===== src/rtl/mips_pkg.sv =====
// -----------------------------------------------------------------------------
// mips_pkg
// Shared constants and types for the MIPS core front end.
//   XLEN             : datapath / instruction width
//   WORD_ADDR_W      : width of a word address (PC[31:2])
//   RESET_PC_DEFAULT : first fetch address after reset
//   ifu_state_e      : fetch-unit request tracking states
//   ifu_entry_t      : one prefetch buffer entry {pc, inst}
//   align_pc()       : clears the byte-offset bits of a PC
// -----------------------------------------------------------------------------
package mips_pkg;

  localparam int XLEN        = 32;
  localparam int WORD_ADDR_W = 30;

  localparam logic [XLEN-1:0] RESET_PC_DEFAULT = 32'h0000_3000;

  // IDLE: nothing outstanding; WAIT: outstanding, keep data;
  // DISCARD: outstanding, data belongs to a squashed path.
  typedef enum logic [1:0] {
    IFU_IDLE    = 2'd0,
    IFU_WAIT    = 2'd1,
    IFU_DISCARD = 2'd2
  } ifu_state_e;

  typedef struct packed {
    logic [XLEN-1:0] pc;
    logic [XLEN-1:0] inst;
  } ifu_entry_t;

  function automatic logic [XLEN-1:0] align_pc(input logic [XLEN-1:0] pc);
    return {pc[XLEN-1:2], 2'b00};
  endfunction

endpackage


===== src/rtl/ifu_prefetch_if.sv =====
// -----------------------------------------------------------------------------
// ifu_prefetch_if
// Bundles the fetch unit's bus-level signals.
//   imem_req/imem_addr          : fetch request pulse and word address
//   imem_rvalid/imem_rdata      : instruction memory response
//   redirect_valid/redirect_pc  : branch/jump resolution restart
//   inst_valid/inst_ready       : decode handshake
//   inst_data/inst_pc           : instruction and its PC at the buffer head
// Modports:
//   master : the fetch unit (drives requests and the decode side)
//   slave  : its environment (memory, branch unit and decode)
// -----------------------------------------------------------------------------
interface ifu_prefetch_if;
  import mips_pkg::*;

  logic                   imem_req;
  logic [WORD_ADDR_W-1:0] imem_addr;
  logic                   imem_rvalid;
  logic [XLEN-1:0]        imem_rdata;
  logic                   redirect_valid;
  logic [XLEN-1:0]        redirect_pc;
  logic                   inst_valid;
  logic                   inst_ready;
  logic [XLEN-1:0]        inst_data;
  logic [XLEN-1:0]        inst_pc;

  modport master (
    output imem_req, imem_addr, inst_valid, inst_data, inst_pc,
    input  imem_rvalid, imem_rdata, redirect_valid, redirect_pc, inst_ready
  );

  modport slave (
    input  imem_req, imem_addr, inst_valid, inst_data, inst_pc,
    output imem_rvalid, imem_rdata, redirect_valid, redirect_pc, inst_ready
  );

endinterface


===== src/rtl/ifu_fifo.sv =====
// -----------------------------------------------------------------------------
// ifu_fifo
// Synchronous prefetch buffer of DEPTH {pc, inst} entries.
// Ports:
//   clk, rst    : clock, asynchronous active-high reset
//   push        : write push_entry at the tail (caller guarantees not full)
//   pop         : drop the head entry (caller guarantees not empty)
//   clear       : empty the buffer; overrides push and pop
//   push_entry  : entry written on push
//   count       : current number of entries
//   head_valid  : buffer not empty
//   head_entry  : head entry; while empty it repeats the last value shown
// Parameters:
//   DEPTH       : number of entries, power of two, >= 2
// -----------------------------------------------------------------------------
module ifu_fifo
  import mips_pkg::*;
#(
  parameter int DEPTH = 4,
  localparam int PTR_W = $clog2(DEPTH),
  localparam int CNT_W = $clog2(DEPTH) + 1
) (
  input  logic             clk,
  input  logic             rst,
  input  logic             push,
  input  logic             pop,
  input  logic             clear,
  input  ifu_entry_t       push_entry,
  output logic [CNT_W-1:0] count,
  output logic             head_valid,
  output ifu_entry_t       head_entry
);

  ifu_entry_t       mem_q [DEPTH];
  ifu_entry_t       mem_d [DEPTH];
  logic [PTR_W-1:0] rd_ptr_q, rd_ptr_d;
  logic [PTR_W-1:0] wr_ptr_q, wr_ptr_d;
  logic [CNT_W-1:0] count_q, count_d;
  ifu_entry_t       hold_q, hold_d;

  assign count      = count_q;
  assign head_valid = (count_q != '0);

  // hold_q remembers what was presented last cycle so the decode-facing
  // outputs stay stable once the buffer drains or is flushed.
  assign head_entry = head_valid ? mem_q[rd_ptr_q] : hold_q;

  // Pointers wrap naturally because DEPTH is a power of two.
  always_comb begin
    mem_d    = mem_q;
    rd_ptr_d = rd_ptr_q;
    wr_ptr_d = wr_ptr_q;
    count_d  = count_q;
    hold_d   = head_entry;

    if (clear) begin
      rd_ptr_d = '0;
      wr_ptr_d = '0;
      count_d  = '0;
    end else begin
      if (push) begin
        mem_d[wr_ptr_q] = push_entry;
        wr_ptr_d        = wr_ptr_q + PTR_W'(1);
      end
      if (pop) begin
        rd_ptr_d = rd_ptr_q + PTR_W'(1);
      end
      count_d = count_q + CNT_W'(push) - CNT_W'(pop);
    end
  end

  always_ff @(posedge clk or posedge rst) begin
    if (rst) begin
      for (int i = 0; i < DEPTH; i++) begin
        mem_q[i] <= '0;
      end
      rd_ptr_q <= '0;
      wr_ptr_q <= '0;
      count_q  <= '0;
      hold_q   <= '0;
    end else begin
      mem_q    <= mem_d;
      rd_ptr_q <= rd_ptr_d;
      wr_ptr_q <= wr_ptr_d;
      count_q  <= count_d;
      hold_q   <= hold_d;
    end
  end

endmodule


===== src/rtl/ifu_prefetch.sv =====
// -----------------------------------------------------------------------------
// ifu_prefetch
// Instruction-fetch front end sitting directly upstream of decode. Issues
// word fetches (at most one outstanding), buffers returned words with their
// PCs, and hands them to decode over a valid/ready handshake. A redirect
// flushes the buffer and squashes any in-flight fetch.
// Ports:
//   clk, rst : clock, asynchronous active-high reset
//   bus      : ifu_prefetch_if.master (memory request/response, redirect,
//              decode handshake)
//   perf_fetch_cnt (32), perf_flush_cnt (16), perf_stall_cnt (32):
//              saturating event counters, present only when the macro
//              IFU_PREFETCH_PERF_EN is defined
// Parameters:
//   DEPTH    : prefetch buffer entries, power of two, >= 2
//   RESET_PC : first fetch address after reset
// -----------------------------------------------------------------------------
module ifu_prefetch
  import mips_pkg::*;
#(
  parameter int              DEPTH    = 4,
  parameter logic [XLEN-1:0] RESET_PC = RESET_PC_DEFAULT
) (
  input  logic                  clk,
  input  logic                  rst,
  ifu_prefetch_if.master        bus
`ifdef IFU_PREFETCH_PERF_EN
  ,
  output logic [31:0]           perf_fetch_cnt,
  output logic [15:0]           perf_flush_cnt,
  output logic [31:0]           perf_stall_cnt
`endif
);

  localparam int CNT_W = $clog2(DEPTH) + 1;

  ifu_state_e      state_q, state_d;
  logic [XLEN-1:0] fetch_pc_q, fetch_pc_d;
  logic [XLEN-1:0] req_pc_q, req_pc_d;

  logic             push;
  logic             pop;
  logic             issue;
  logic [CNT_W-1:0] fifo_count;
  logic [CNT_W:0]   count_after_push;
  logic             head_valid;
  ifu_entry_t       head_entry;
  ifu_entry_t       push_entry;

  // A redirect suppresses every same-cycle buffer update and request.
  // Space is judged before any same-cycle pop, so a full buffer only
  // restarts fetching the cycle after its count has actually dropped.
  assign push             = bus.imem_rvalid && (state_q == IFU_WAIT) && !bus.redirect_valid;
  assign pop              = head_valid && bus.inst_ready && !bus.redirect_valid;
  assign count_after_push = {1'b0, fifo_count} + (CNT_W+1)'(push);
  assign issue            = !bus.redirect_valid
                            && ((state_q == IFU_IDLE) || bus.imem_rvalid)
                            && (count_after_push < (CNT_W+1)'(DEPTH));

  assign bus.imem_req   = issue && !rst;
  assign bus.imem_addr  = fetch_pc_q[XLEN-1:2];
  assign bus.inst_valid = head_valid;
  assign bus.inst_pc    = head_entry.pc;
  assign bus.inst_data  = head_entry.inst;

  assign push_entry.pc   = req_pc_q;
  assign push_entry.inst = bus.imem_rdata;

  ifu_fifo #(
    .DEPTH (DEPTH)
  ) u_fifo (
    .clk        (clk),
    .rst        (rst),
    .push       (push),
    .pop        (pop),
    .clear      (bus.redirect_valid),
    .push_entry (push_entry),
    .count      (fifo_count),
    .head_valid (head_valid),
    .head_entry (head_entry)
  );

  // A request outstanding at redirect time whose response has not arrived
  // yet must still be drained, so it moves to DISCARD rather than IDLE.
  // A response in IDLE is a leftover from before reset and is ignored.
  always_comb begin
    state_d    = state_q;
    fetch_pc_d = fetch_pc_q;
    req_pc_d   = req_pc_q;

    if (bus.redirect_valid) begin
      fetch_pc_d = align_pc(bus.redirect_pc);
      if ((state_q != IFU_IDLE) && !bus.imem_rvalid) begin
        state_d = IFU_DISCARD;
      end else begin
        state_d = IFU_IDLE;
      end
    end else begin
      if (issue) begin
        fetch_pc_d = fetch_pc_q + 32'd4;
        req_pc_d   = fetch_pc_q;
      end
      unique case (state_q)
        IFU_IDLE: begin
          if (issue) begin
            state_d = IFU_WAIT;
          end
        end
        IFU_WAIT, IFU_DISCARD: begin
          if (bus.imem_rvalid) begin
            state_d = issue ? IFU_WAIT : IFU_IDLE;
          end
        end
        default: state_d = IFU_IDLE;
      endcase
    end
  end

  always_ff @(posedge clk or posedge rst) begin
    if (rst) begin
      state_q    <= IFU_IDLE;
      fetch_pc_q <= RESET_PC;
      req_pc_q   <= '0;
    end else begin
      state_q    <= state_d;
      fetch_pc_q <= fetch_pc_d;
      req_pc_q   <= req_pc_d;
    end
  end

`ifdef IFU_PREFETCH_PERF_EN
  logic [31:0] perf_fetch_q, perf_fetch_d;
  logic [15:0] perf_flush_q, perf_flush_d;
  logic [31:0] perf_stall_q, perf_stall_d;

  assign perf_fetch_cnt = perf_fetch_q;
  assign perf_flush_cnt = perf_flush_q;
  assign perf_stall_cnt = perf_stall_q;

  // All counters stick at their maximum instead of wrapping.
  always_comb begin
    perf_fetch_d = perf_fetch_q;
    perf_flush_d = perf_flush_q;
    perf_stall_d = perf_stall_q;
    if (push && (perf_fetch_q != '1)) begin
      perf_fetch_d = perf_fetch_q + 32'd1;
    end
    if (bus.redirect_valid && (perf_flush_q != '1)) begin
      perf_flush_d = perf_flush_q + 16'd1;
    end
    if (bus.inst_ready && !head_valid && !bus.redirect_valid && (perf_stall_q != '1)) begin
      perf_stall_d = perf_stall_q + 32'd1;
    end
  end

  always_ff @(posedge clk or posedge rst) begin
    if (rst) begin
      perf_fetch_q <= '0;
      perf_flush_q <= '0;
      perf_stall_q <= '0;
    end else begin
      perf_fetch_q <= perf_fetch_d;
      perf_flush_q <= perf_flush_d;
      perf_stall_q <= perf_stall_d;
    end
  end
`endif

endmodule


===== src/flat_wrapper.sv =====
// flat-port wrapper written by rule: the top's interface ports become plain ports
module ifu_prefetch_flat import mips_pkg::*;
#(
  parameter int              DEPTH    = 4,
  parameter logic [XLEN-1:0] RESET_PC = RESET_PC_DEFAULT
)
  (clk, rst, bus_imem_req, bus_imem_addr, bus_inst_valid, bus_inst_data, bus_inst_pc, bus_imem_rvalid, bus_imem_rdata, bus_redirect_valid, bus_redirect_pc, bus_inst_ready);
  ifu_prefetch_if bus_i ();
  input  logic clk;
  input  logic rst;
  output wire logic [$bits(bus_i.imem_req)-1:0] bus_imem_req;
  output wire logic [$bits(bus_i.imem_addr)-1:0] bus_imem_addr;
  output wire logic [$bits(bus_i.inst_valid)-1:0] bus_inst_valid;
  output wire logic [$bits(bus_i.inst_data)-1:0] bus_inst_data;
  output wire logic [$bits(bus_i.inst_pc)-1:0] bus_inst_pc;
  input wire logic [$bits(bus_i.imem_rvalid)-1:0] bus_imem_rvalid;
  input wire logic [$bits(bus_i.imem_rdata)-1:0] bus_imem_rdata;
  input wire logic [$bits(bus_i.redirect_valid)-1:0] bus_redirect_valid;
  input wire logic [$bits(bus_i.redirect_pc)-1:0] bus_redirect_pc;
  input wire logic [$bits(bus_i.inst_ready)-1:0] bus_inst_ready;
  assign bus_imem_req = bus_i.imem_req;
  assign bus_imem_addr = bus_i.imem_addr;
  assign bus_inst_valid = bus_i.inst_valid;
  assign bus_inst_data = bus_i.inst_data;
  assign bus_inst_pc = bus_i.inst_pc;
  assign bus_i.imem_rvalid = bus_imem_rvalid;
  assign bus_i.imem_rdata = bus_imem_rdata;
  assign bus_i.redirect_valid = bus_redirect_valid;
  assign bus_i.redirect_pc = bus_redirect_pc;
  assign bus_i.inst_ready = bus_inst_ready;
  ifu_prefetch #(.DEPTH(DEPTH), .RESET_PC(RESET_PC)) u_core (.clk(clk), .rst(rst), .bus(bus_i));
endmodule

===== config.mk =====
export PLATFORM = sky130hd
export DESIGN_NAME = ifu_prefetch_flat
export DESIGN_NICKNAME = d
export VERILOG_FILES = /design/src/rtl/mips_pkg.sv /design/src/rtl/ifu_prefetch_if.sv /design/src/rtl/ifu_fifo.sv /design/src/rtl/ifu_prefetch.sv /design/src/flat_wrapper.sv
export SDC_FILE = /design/constraint.sdc
export NUM_CORES = 1
export LEC_CHECK = 0
export ABC_AREA = 0
export BUFFER_PORTS_ARGS = -buffer_cell sky130_fd_sc_hd__buf_2
export CAP_MARGIN = 20
export CORE_MARGIN = 2
export CORE_UTILIZATION = 59
export DETAILED_ROUTE_END_ITERATION = 10
export GPL_TIMING_DRIVEN = 0
export PLACE_DENSITY = 0.8
export SYNTH_ARGS = -nofsm -noshare
export SYNTH_HDL_FRONTEND = slang
export SYNTH_SLANG_ARGS = --single-unit

===== constraint.sdc =====
create_clock -name clk -period 11.8 [get_ports clk]
set_input_delay 0 -clock clk [delete_from_list [all_inputs] [get_ports clk]]
set_output_delay 0 -clock clk [all_outputs]
set_load 0.005 [all_outputs]

==> impl_metrics.ini <==
[final_layout]
final-seq-area_sq_mm = 0.00954
fin_util_pct = 71.8
most-common-layout-cells = 379 x dfrtp_1, 309 x nand2_1, 252 x mux2_2, 186 x buf_2, 65 x dlygate4sd3_1
area_delta_synth_final_pct = 20.2
antennaDiodeCount = 0
layout-drive-gt1-share_pct = 36.6
multi_input_area_sq_mm = 0.00665
nFillCells = 1833
final_nets = 1615
mostFrequentLayoutCell = dfrtp_1

[sta]
maxSlewViolCount = 0
fmax_mhz = 344
finalClockSkew_ns = 0.0183
whs_ns = 0.0656
rsz0062_at_grt = no
period_needed_ns = 2.91
fin_setup_tns_ns = 0
setup_ws_ns = 8.89
finalHoldViolCount = 0
period_share_pct = 24.6
worst_pin_slew_ns = 1.19
relSlewSlack_pct = 19.9
setup_violations = 0

[synthesis]
ys.flop_type = dfrtp_1
yosys_register_bits = 381
synth_area_leader_cell = dfrtp_1
avgSynthCellArea_sq_um = 13.1
synthesis.nets = 1345
synth.top_cell.area_share_pct = 57.4
synth-edff-count = 0
async_reset_ff_share_pct = 100
synth_warnings = 0
ys_seq_area_share_pct = 57.7
synthTopCellsByArea = dfrtp_1 57%, mux2_2 17%, mux4_2 8.4%
synthesis.area_sq_mm = 0.0165
synth_cell_types = 53
syn_inst = 1264

[status]
status = completed

[die]
die_y_microns = 171
core_area_sq_mm = 0.0277
rows = 61
initial_utilization_pct = 59.7
num_io_pins = 165
floorplan.die_area_sq_mm = 0.0294
die_w_microns = 171

[route]
wl_microns = 37000
routedWlPerCell_microns = 19.1
drt.antenna.violating_nets = 0
route.detailed.drc = 0
vias_per_cell = 5.66
drtIter0Drc = 777
drt-pass1-iter-count = 5
vias = 11000

[cts]
clkSinkCount = 381
clkLatencyLatePin_ns = 0.53
cts_root_buffer = clkbuf_16
cts-htree-levels = 2
cts_tree = built
numCtsBuffers = 40
path_clk_slew_ns = 0.06
cts_setup_buffers = 0
cts_buffer_depth = 3

[global_route]
grt_usage_pct = 26.0
grt_pass1_wl_microns = 59700
grt-ovfl-total = 0
antenna_found_initial = 0
grt_pass1_vias = 11600
grt_max_degree = 119

[placed_design]
place_hpwl_microns = 24500
dp_slack_ns = 8.55
place.port_buffers = 160
gp_congestion = 0.886

[power_and_ir_drop]
leakage_nw = 9.84
powerDensity_mw_per_mm2 = 229
vdd_drop_max_mv = 0.126

[worst_setup_path]
ff2ff_path_depth = 12
critPathRequiredTime_ns = 12.17
critPathArrivalTime_ns = 3.28
cp_max_fo = 10
worst-setup-path-type = flip-flop to flip-flop
cp-start-kind = flip-flop
cp-end-kind = flip-flop

[hold_path]
hp-class = primary input to async pin

[flow_run]
drv_cap = 0
[path summary, 6_finish.rpt]
path	to	slack, ns	startpoint
setup / recovery	u_core.u_fifo.count[2]	8.89	u_core.u_fifo.count[1]
hold / removal	u_core.u_fifo.mem_q[105]	0.07	rst
setup reg to reg	u_core.u_fifo.count[2]	8.89	u_core.u_fifo.count[1]
hold reg to reg	u_core.u_fifo.hold_q[42]	0.46	u_core.u_fifo.hold_q[42]
max in group asynchronous	u_core.u_fifo.mem_q[219]	10.31	rst
min in group clk	u_core.fetch_pc_q[20]	0.12	bus_redirect_valid
[routing by layer]
metal / up-vias / wire length (microns) / share of wire, % / GRT usage, %
met4: 0 / 932 / 2.5 / 7.66
met5: - / 0 / 0 / 0
met1: 5587 / 15400 / 42 / 34.0
met3: 79 / 1810 / 4.9 / 4.05
li1: 4978 / - / - / -
met2: 340 / 18900 / 51 / 45.4
[registers in the layout, summed over array words and instances (netlist names)]
| signal | flops |
|---|---|
| u_core.u_fifo.wr_ptr_q | 2 |
| u_core.req_pc_q | 30 |
| u_core.u_fifo.mem_q | 248 |
| u_core.state_q | 2 |
| u_core.u_fifo.count | 3 |
| u_core.u_fifo.hold_q | 64 |
| u_core.u_fifo.rd_ptr_q | 2 |
| u_core.fetch_pc_q | 30 |
[cell families after synthesis]
| family | synth area share (%) |
|---|---|
| adder cells (fa/ha/maj) | 0.953 |
| buffers and inverters | 2.08 |
| AND/OR/NAND/NOR | 10.3 |
| multiplexers | 26.0 |
| flip-flops | 57.7 |
| XOR/XNOR | 1.26 |
| AO/OA/AOI/OAI | 1.74 |
[worst max-delay path, stage by stage (launching register included)]
cell and delay, ns:
dfrtp_1 0.45, nor3_1 0.40, inv_1 0.12, clkbuf_1 0.35
nand2_1 0.22, nor2_1 0.08, ha_1 0.30, inv_1 0.06
ha_1 0.13, inv_1 0.05, fa_1 0.37, xnor2_1 0.16
nor2_1 0.06
[through the flow]
step | area [sq um] | std cells | total power [mW]
2_1_floorplan | 16500 | 1264 | 2.77
3_3_place_gp | 17800 | 1802 | 3.21
3_5_place_dp | 17900 | 1805 | 3.28
4_1_cts | 19900 | 1939 | 4.58
5_1_grt | 19900 | 1939 | 4.82
6_report | 19900 | 1939 | 4.55
[layout make-up]
cell class / count / share of cell area, %
flip-flops and latches: 381 / 48.0
inverters: 13 / 0.283
multi-input cells: 801 / 33.5
clock buffers: 59 / 5.90
plain buffers: 69 / 1.49
well taps: 378 / 2.38
clock inverters: 10 / 0.787
repair buffers: 228 / 7.72
[synthesized netlist by cell type, types with 2 or more instances]
cell type and count:
a31oi_1 3, and4_1 6, nor3_1 11, mux2i_1 7
nand2_1 309, nor4_1 3, or3_1 2, nor2_1 21
o211ai_1 2, clkbuf_1 37, nand4_1 15, o31a_1 2
o22ai_1 2, xor2_1 11, and3_1 4, nand3_1 9
inv_1 12, a21boi_0 2, o21ai_0 20, buf_2 26
mux4_2 62, a21oi_1 6, buf_1 5, mux2_2 252
and2_1 7, nor2b_1 2, dfstp_2 2, ha_1 11
xnor2_1 11, dfrtp_1 379
[power by group]
part	internal [mW]	switching [mW]	total (mW)
clock network	0.774	0.493	1.27
registers	1.68	0.239	1.92
logic	0.663	0.694	1.36
[repair_timing]
item	CTS	global route
resized for setup	0	0
hold endpoints to repair	225	0
hold buffers	65	0
Note: power is estimated with default switching activity, not from simulation.
